===== config.mk =====
export PLATFORM = sky130hd
export DESIGN_NAME = arp_cache
export DESIGN_NICKNAME = d
export VERILOG_FILES = /design/src/rtl/arp_cache.sv
export SDC_FILE = /design/constraint.sdc
export NUM_CORES = 1
export LEC_CHECK = 0
export CAP_MARGIN = 20
export CORE_ASPECT_RATIO = 1.1
export CORE_MARGIN = 1.5
export CORE_UTILIZATION = 63
export CTS_CLUSTER_SIZE = 24
export DETAILED_ROUTE_END_ITERATION = 8
export PLACE_DENSITY = 0.85
export SYNTH_ARGS = -nofsm -noshare
export SYNTH_HDL_FRONTEND = slang
export SYNTH_SLANG_ARGS = --single-unit

===== constraint.sdc =====
create_clock -name clk -period 8.3 [get_ports clk]
set_clock_uncertainty 0.1 [all_clocks]
set_input_delay 2.075 -clock clk [delete_from_list [all_inputs] [get_ports clk]]
set_output_delay 2.075 -clock clk [all_outputs]
set_load 0.005 [all_outputs]

===== src/rtl/arp_cache.sv =====
// IPv4-to-MAC association table with learn/age/flush maintenance and a
// sequential one-entry-per-cycle lookup scan.
module arp_cache #(
  parameter int unsigned ENTRIES = 4,
  parameter int unsigned AGE_W   = 8,
  parameter int unsigned MAX_AGE = 255,
  localparam int unsigned IDX_W  = $clog2(ENTRIES)
) (
  input  logic             clk,
  input  logic             rst,
  input  logic             learn_valid,
  input  logic [31:0]      learn_spa,
  input  logic [47:0]      learn_sha,
  input  logic             lookup_valid,
  input  logic [31:0]      lookup_ip,
  output logic             lookup_ready,
  output logic             resp_valid,
  output logic             resp_hit,
  output logic [47:0]      resp_mac,
  input  logic             age_tick,
  input  logic             flush,
  output logic [IDX_W:0]   occupancy
);

  localparam logic [AGE_W-1:0] AgeLast = AGE_W'(MAX_AGE - 1);
  localparam logic [IDX_W-1:0] IdxLast = IDX_W'(ENTRIES - 1);

  typedef enum logic [1:0] {StIdle, StScan, StResp} state_e;

  logic [ENTRIES-1:0] valid_q, valid_d;
  logic [31:0]        ip_q  [ENTRIES];
  logic [31:0]        ip_d  [ENTRIES];
  logic [47:0]        mac_q [ENTRIES];
  logic [47:0]        mac_d [ENTRIES];
  logic [AGE_W-1:0]   age_q [ENTRIES];
  logic [AGE_W-1:0]   age_d [ENTRIES];
  logic [IDX_W-1:0]   ptr_q, ptr_d;
  logic [IDX_W:0]     occ_q, occ_d;

  logic [ENTRIES-1:0] match;
  logic               free_found;
  logic [IDX_W-1:0]   free_idx;

  state_e             state_q, state_d;
  logic [IDX_W-1:0]   idx_q;
  logic [31:0]        lk_ip_q;
  logic               hit_q;
  logic [47:0]        rmac_q;
  logic               cur_match;

  // Table maintenance; later assignments override earlier ones so that
  // flush beats learn, and learn beats aging on the same entry.
  always_comb begin
    valid_d    = valid_q;
    ip_d       = ip_q;
    mac_d      = mac_q;
    age_d      = age_q;
    ptr_d      = ptr_q;
    match      = '0;
    free_found = 1'b0;
    free_idx   = '0;
    for (int i = 0; i < ENTRIES; i++) begin
      match[i] = valid_q[i] && (ip_q[i] == learn_spa);
      if (!valid_q[i] && !free_found) begin
        free_found = 1'b1;
        free_idx   = IDX_W'(i);
      end
    end
    if (age_tick) begin
      for (int i = 0; i < ENTRIES; i++) begin
        if (valid_q[i]) begin
          if (age_q[i] == AgeLast) begin
            valid_d[i] = 1'b0;
            age_d[i]   = '0;
          end else begin
            age_d[i] = age_q[i] + 1'b1;
          end
        end
      end
    end
    if (learn_valid && (learn_spa != 32'd0)) begin
      if (|match) begin
        for (int i = 0; i < ENTRIES; i++) begin
          if (match[i]) begin
            valid_d[i] = 1'b1;
            mac_d[i]   = learn_sha;
            age_d[i]   = '0;
          end
        end
      end else if (free_found) begin
        valid_d[free_idx] = 1'b1;
        ip_d[free_idx]    = learn_spa;
        mac_d[free_idx]   = learn_sha;
        age_d[free_idx]   = '0;
      end else begin
        valid_d[ptr_q] = 1'b1;
        ip_d[ptr_q]    = learn_spa;
        mac_d[ptr_q]   = learn_sha;
        age_d[ptr_q]   = '0;
        ptr_d          = ptr_q + 1'b1;
      end
    end
    if (flush) begin
      valid_d = '0;
    end
    occ_d = '0;
    for (int i = 0; i < ENTRIES; i++) begin
      occ_d = occ_d + {{IDX_W{1'b0}}, valid_d[i]};
    end
  end

  always_ff @(posedge clk) begin
    if (!rst) begin
      valid_q <= '0;
      ptr_q   <= '0;
      occ_q   <= '0;
      for (int i = 0; i < ENTRIES; i++) begin
        ip_q[i]  <= '0;
        mac_q[i] <= '0;
        age_q[i] <= '0;
      end
    end else begin
      valid_q <= valid_d;
      ip_q    <= ip_d;
      mac_q   <= mac_d;
      age_q   <= age_d;
      ptr_q   <= ptr_d;
      occ_q   <= occ_d;
    end
  end

  assign cur_match = valid_q[idx_q] && (ip_q[idx_q] == lk_ip_q);

  always_ff @(posedge clk) begin
    if (!rst) begin
      state_q <= StIdle;
    end else begin
      state_q <= state_d;
    end
  end

  always_comb begin
    state_d = state_q;
    case (state_q)
      StIdle:  if (lookup_valid) state_d = StScan;
      StScan:  if (cur_match || (idx_q == IdxLast)) state_d = StResp;
      StResp:  state_d = StIdle;
      default: state_d = StIdle;
    endcase
  end

  always_comb begin
    lookup_ready = (state_q == StIdle);
    resp_valid   = (state_q == StResp);
    resp_hit     = hit_q;
    resp_mac     = rmac_q;
    occupancy    = occ_q;
  end

  // Scan datapath; response fields hold until the next scan completes.
  always_ff @(posedge clk) begin
    if (!rst) begin
      idx_q   <= '0;
      lk_ip_q <= '0;
      hit_q   <= 1'b0;
      rmac_q  <= '0;
    end else if ((state_q == StIdle) && lookup_valid) begin
      idx_q   <= '0;
      lk_ip_q <= lookup_ip;
    end else if (state_q == StScan) begin
      if (cur_match) begin
        hit_q  <= 1'b1;
        rmac_q <= mac_q[idx_q];
      end else if (idx_q == IdxLast) begin
        hit_q  <= 1'b0;
        rmac_q <= '0;
      end else begin
        idx_q <= idx_q + 1'b1;
      end
    end
  end

endmodule


==> impl_metrics.yaml, run 1 <==
run_status:
  status: "finished clean"
cells_and_area:
  layout_common_cells: "dfxtp_1, nand2_1, mux2i_1"
  syn2layout_area_growth_pct: 14.8
  final_area_um2: 24800
  final_common_cell: "dfxtp_1"
  nets: 2440
  drive_gt1_frac: 0.0914
routing:
  wire_per_inst_um: 21.2
  drt_first_pass_iters: 6
  dr_total_vias: 17100
  drt-total-wl_um: 58900
  drc: 0
  first_iter_violations: 1324
  antenna_left: 0
  avgViaCountPerCell: 6.17
global_routing:
  grt_max_degree: 231
  grt_pass1_vias: 17400
  overflow: 0
  antenna_found_initial: 5
  grt_first_pass_wirelength_um: 92400
  track_usage: 0.328
placement:
  dpl_cell_area_um2: 23100
  gp_congestion: 1.04
  hpwl_um: 39300
  io_buffers: 171
cts:
  cts-root-buf: "clkbuf_16"
  post_cts_buffers: 0
  ctsHoldBuffers: 0
  cts_tree: "built"
  cts_buffer_depth: 3
  post_cts_resized: 0
  clk_latency_ps: 570
  htree_levels: 2
  clk_pin_slew_worst_paths_ps: 60
  cts_made_buffers: 45
  cts_sinks: 446
job:
  maxCapViolCount: 0
synth:
  synth-seq-cells: 446
  synthArstFlopShare: 0
  syn_inst: 2249
  yosysWarnings: 0
  syn_area_um2: 21600
  synth_cell_types: 57
  synth-edff-count: 0
  synthesis.nets: 2383
  ys.flop_type: "dfxtp_1"
  synth_area_per_cell_um2: 9.59
  yosysSeqAreaShare: 0.414
critical_path:
  critical_path_class: "input pin to register"
  start_kind: "input pin"
  required_ps: 8640
  r2r_slack_ps: 3910
  cp_max_fo: 8
  endpoint_kind: "register"
  critPathArrivalTime_ps: 6030
timing:
  finalSetupViolations: 0
  worst_pin_slew_ps: 1120
  finalSetupTns_ps: 0
  fmax_ghz: 0.176
  max_slew_margin: 0.252
  final_max_slew_viol_count: 0
  hold_viol: 0
  fin_crit_ps: 5690
  finalCritPeriodShare: 0.685
  rsz0062_at_grt: "no"
floorplanning:
  fp.dieW_um: 179
  fp.coreArea_um2: 33500
  io_pins: 172
  fp.dieH_um: 197
  num_rows: 70
  die-area_um2: 35400
  start_util: 0.645
power:
  leakagePower_nw: 9.03
  vdd_ir_drop_max_v: 0.000175
  powerDensity_nw_per_um2: 194
min_path:
  hold_class: "register to register"
## sequential cells by signal, indices dropped and copies added, names as in the netlist
signal,count
resp_hit,1
ptr_q,2
idx_q,2
lk_ip_q,32
age_q,32
mac_q,192
resp_mac,48
occupancy,3
state_q,2
ip_q,128
valid_q,4
## final timing paths
kind / from / endpoint / cells after the start
worst max-delay path: learn_spa[26] / occupancy[1] / 13
worst min-delay path: mac_q[173] / mac_q[173] / 2
worst max register to register: idx_q[0] / state_q[0] / 8
worst min register to register: mac_q[173] / mac_q[173] / 2
## synthesized netlist by cell type, drive strengths merged, types with 3 or more instances
master	count	area, µm²
dfxtp	446	8930
nand2	390	1460
mux2i	340	3400
nor2	201	754
xnor2	98	858
buf	95	611
clkbuf	87	327
xor2	79	692
mux4	72	1620
nand3	65	325
inv	62	233
a21oi	50	250
o221ai	48	546
nand4	42	269
nor4	35	231
nor3	28	150
and3	17	106
ha	15	188
and2	11	68.8
o21ai	9	45.0
o22ai	7	43.8
a2111oi	4	53.8
a21o	4	30.0
nor2b	4	25.0
a211oi	3	27.5
mux2	3	33.8
nor3b	3	22.5
or4	3	22.5
## through the flow
stage | hold slack, ps | power, mW | setup WS, ps | util | std cells
after floorplan | 332 | 2.56 | 2900 | - | 2249
final | 359 | 4.79 | 2610 | 0.740 | 2777
after global placement | 339 | 2.71 | 2230 | 0.691 | 2687
after CTS | 359 | 4.80 | 2760 | 0.737 | 2770
after global routing | 367 | 4.92 | 2540 | 0.740 | 2777
after detailed placement | 349 | 2.72 | 2180 | 0.691 | 2687
## cell type report
type                    instances  area [µm²]
repair buffers                192        1940
inverters                      63         241
multi-input cells            1558       11500
fillers                      2264        8700
diodes                          3        7.51
clock inverters                16         191
clock buffers                  67        1370
well taps                     432         541
flip-flops and latches        446        8940
## report_power, final
group | switching, mW | internal (mW)
combinational | 0.259 | 0.192
sequential | 0.0487 | 2.19
clock | 0.861 | 1.24
## critical path: stages
cell             delay (ps)
clkdlybuf4s50_1         840
xnor2_1                 200
nand4_1                 110
nor4_1                  550
nand4_1                 410
o22ai_4                 280
a21oi_1                  80
or2_2                   310
fa_1                    480
inv_1                    50
ha_1                    180
ha_1                    290
and2_1                  160
## cells by family (layout without fill, tap and decap cells)
kind of cell | Yosys count | count (layout) | share of synthesized area
xor gates and xnor gates | 177 | 177 | 0.0719
buffers and inverters | 245 | 338 | 0.0544
and+or+nand+nor | 811 | 811 | 0.164
AOI/OAI and AO/OA | 139 | 139 | 0.0521
adders and majority gates | 16 | 16 | 0.00963
other | 0 | 3 | 0
muxes | 415 | 415 | 0.234
DFF | 446 | 446 | 0.414
## layer usage
layer / part of all wire / track usage
met1: 0.39 / 0.399
met3: 0.070 / 0.0540
met2: 0.49 / 0.561
met4: 0.046 / 0.168
met5: 0.00034 / 0
No activity file was read; power rests on OpenSTA's default activity.
==> run 2: changes to the inputs <==
--- a/config.mk
+++ b/config.mk
@@ -8,10 +8,10 @@
 export CAP_MARGIN = 20
 export CORE_ASPECT_RATIO = 1.1
 export CORE_MARGIN = 1.5
-export CORE_UTILIZATION = 63
+export CORE_UTILIZATION = 53
 export CTS_CLUSTER_SIZE = 24
 export DETAILED_ROUTE_END_ITERATION = 8
-export PLACE_DENSITY = 0.85
+export PLACE_DENSITY = 0.77
 export SYNTH_ARGS = -nofsm -noshare
 export SYNTH_HDL_FRONTEND = slang
 export SYNTH_SLANG_ARGS = --single-unit
==> constraint.sdc (replaced) <==
create_clock -name clk -period 4.81 [get_ports clk]
set_clock_uncertainty 0.1 [all_clocks]
set_input_delay 1.2025 -clock clk [delete_from_list [all_inputs] [get_ports clk]]
set_output_delay 1.2025 -clock clk [all_outputs]
set_load 0.005 [all_outputs]
==> run 2 against run 1 <==
  * Flip-flop and latch count stayed put
  * Combinational power grew 85%
  * Final cell count rose by 5.9%
==> impl_metrics.yaml, run 2 (synthesis results as in run 1) <==
run_status:
  status: "finished clean"
placement:
  pre_cts_slack_ps: -89.8
  dp.cells: 2847
  dpl_cell_area_um2: 23900
  io_buffers: 171
  hpwl_um: 40500
  gp_congestion: 0.994
power:
  powerDensity_nw_per_um2: 333
  leakagePower_nw: 9.45
  vdd_ir_drop_max_v: 0.000279
  finalPower_mw: 8.52
cts:
  post_cts_resized: 0
  htree_levels: 2
  cts-root-buf: "clkbuf_16"
  ctsHoldBuffers: 0
  clk_pin_slew_worst_paths_ps: 60
  clk_latency_ps: 590
  cts_buffer_depth: 3
  cts_made_buffers: 47
  cts_tree: "built"
  post_cts_buffers: 0
  cts_sinks: 446
cells_and_area:
  largest_register: "mac_q"
  stdcell_count: 2940
  drive_gt1_frac: 0.121
  final_area_um2: 25600
  seq_area_um2: 8940
  final_util: 0.637
  layout_common_cells: "dfxtp_1, nand2_1, mux2i_1"
  syn2layout_area_growth_pct: 18.7
  fillers: 3095
  final_common_cell: "dfxtp_1"
  multi_input_area_um2: 11500
  largest_reg_flops: 192
  nets: 2518
critical_path:
  critical_path_class: "input pin to register"
  critPathArrivalTime_ps: 4800
  cp_max_fo: 37
  required_ps: 5210
  start_kind: "input pin"
  endpoint_kind: "register"
global_routing:
  grt_pass1_vias: 17400
  grt_first_pass_wirelength_um: 94300
  antenna_found_initial: 6
  grt_max_degree: 201
  overflow: 0
  track_usage: 0.284
timing:
  rsz0062_at_grt: "no"
  fmax_ghz: 0.227
  setup_slack_ps: 410
  max_slew_margin: 0.238
  finalSetupViolations: 0
  hold_viol: 0
  finalCritPeriodShare: 0.915
  fin_crit_ps: 4400
  final_max_slew_viol_count: 0
  worst_pin_slew_ps: 1140
floorplanning:
  io_pins: 172
  die-area_um2: 41900
  num_rows: 77
  fp.dieW_um: 195
  start_util: 0.537
  fp.dieH_um: 215
  fp.coreArea_um2: 40200
routing:
  wire_per_inst_um: 20.3
  drt_first_pass_iters: 6
  antenna_left: 0
  drc: 0
  avgViaCountPerCell: 5.81
  dr_total_vias: 17100
  first_iter_violations: 1241
  drt-total-wl_um: 59600
job:
  maxCapViolCount: 0
min_path:
  hold_class: "register to register"
## run 2: worst max-delay path, stage by stage
cell and delay [ps]:
clkdlybuf4s50_1 570, buf_4 220, xor2_1 150, nor4_1 470
nand3_1 140, or3_1 410, and2_1 210, nand4_1 110
a21o_4 130, buf_4 530, buf_4 370, mux2i_1 230
## run 2: worst paths after layout
| check | start | slack [ps] | to | depth (start not counted) |
|---|---|---|---|---|
| hold reg to reg | mac_q[126] | 360 | mac_q[126] | 2 |
| setup / recovery | learn_spa[26] | 410 | mac_q[106] | 12 |
| hold / removal | mac_q[126] | 360 | mac_q[126] | 2 |
| setup reg to reg | idx_q[0] | 1130 | idx_q[0] | 8 |
## run 2: final cells by class
cell class                      count  area share
Antenna cell                        6    0.000587
Clock buffer                       62      0.0517
Clock inverter                     24      0.0123
Inverter                           63     0.00943
Multi-Input combinational cell   1558       0.450
Sequential cell                   446       0.349
Tap cell                          513      0.0251
Timing Repair Buffer              268       0.101
## run 2: where the power goes
group | internal (mW) | leakage, nW | switching (mW) | total, mW
combinational | 0.372 | 5.02 | 0.464 | 0.836
sequential | 3.78 | 3.62 | 0.0759 | 3.85
clock | 2.28 | 0.807 | 1.55 | 3.83
total | 6.43 | 9.45 | 2.09 | 8.52
## run 2: stage by stage
stage / hold slack [ps] / setup TNS [ps]
global route: 373 / 0
detailed placement: 352 / -271
global placement: 339 / -119
finish: 360 / 0
CTS: 361 / 0
floorplan: 332 / 0
## run 2: layer usage
metal / GRT usage / routed length (µm) / vias up
met5: 0 / 0 / -
met2: 0.476 / 28600 / 608
met1: 0.348 / 23900 / 8317
met3: 0.0580 / 4370 / 143
met4: 0.137 / 2780 / 0
li1: - / - / 8018
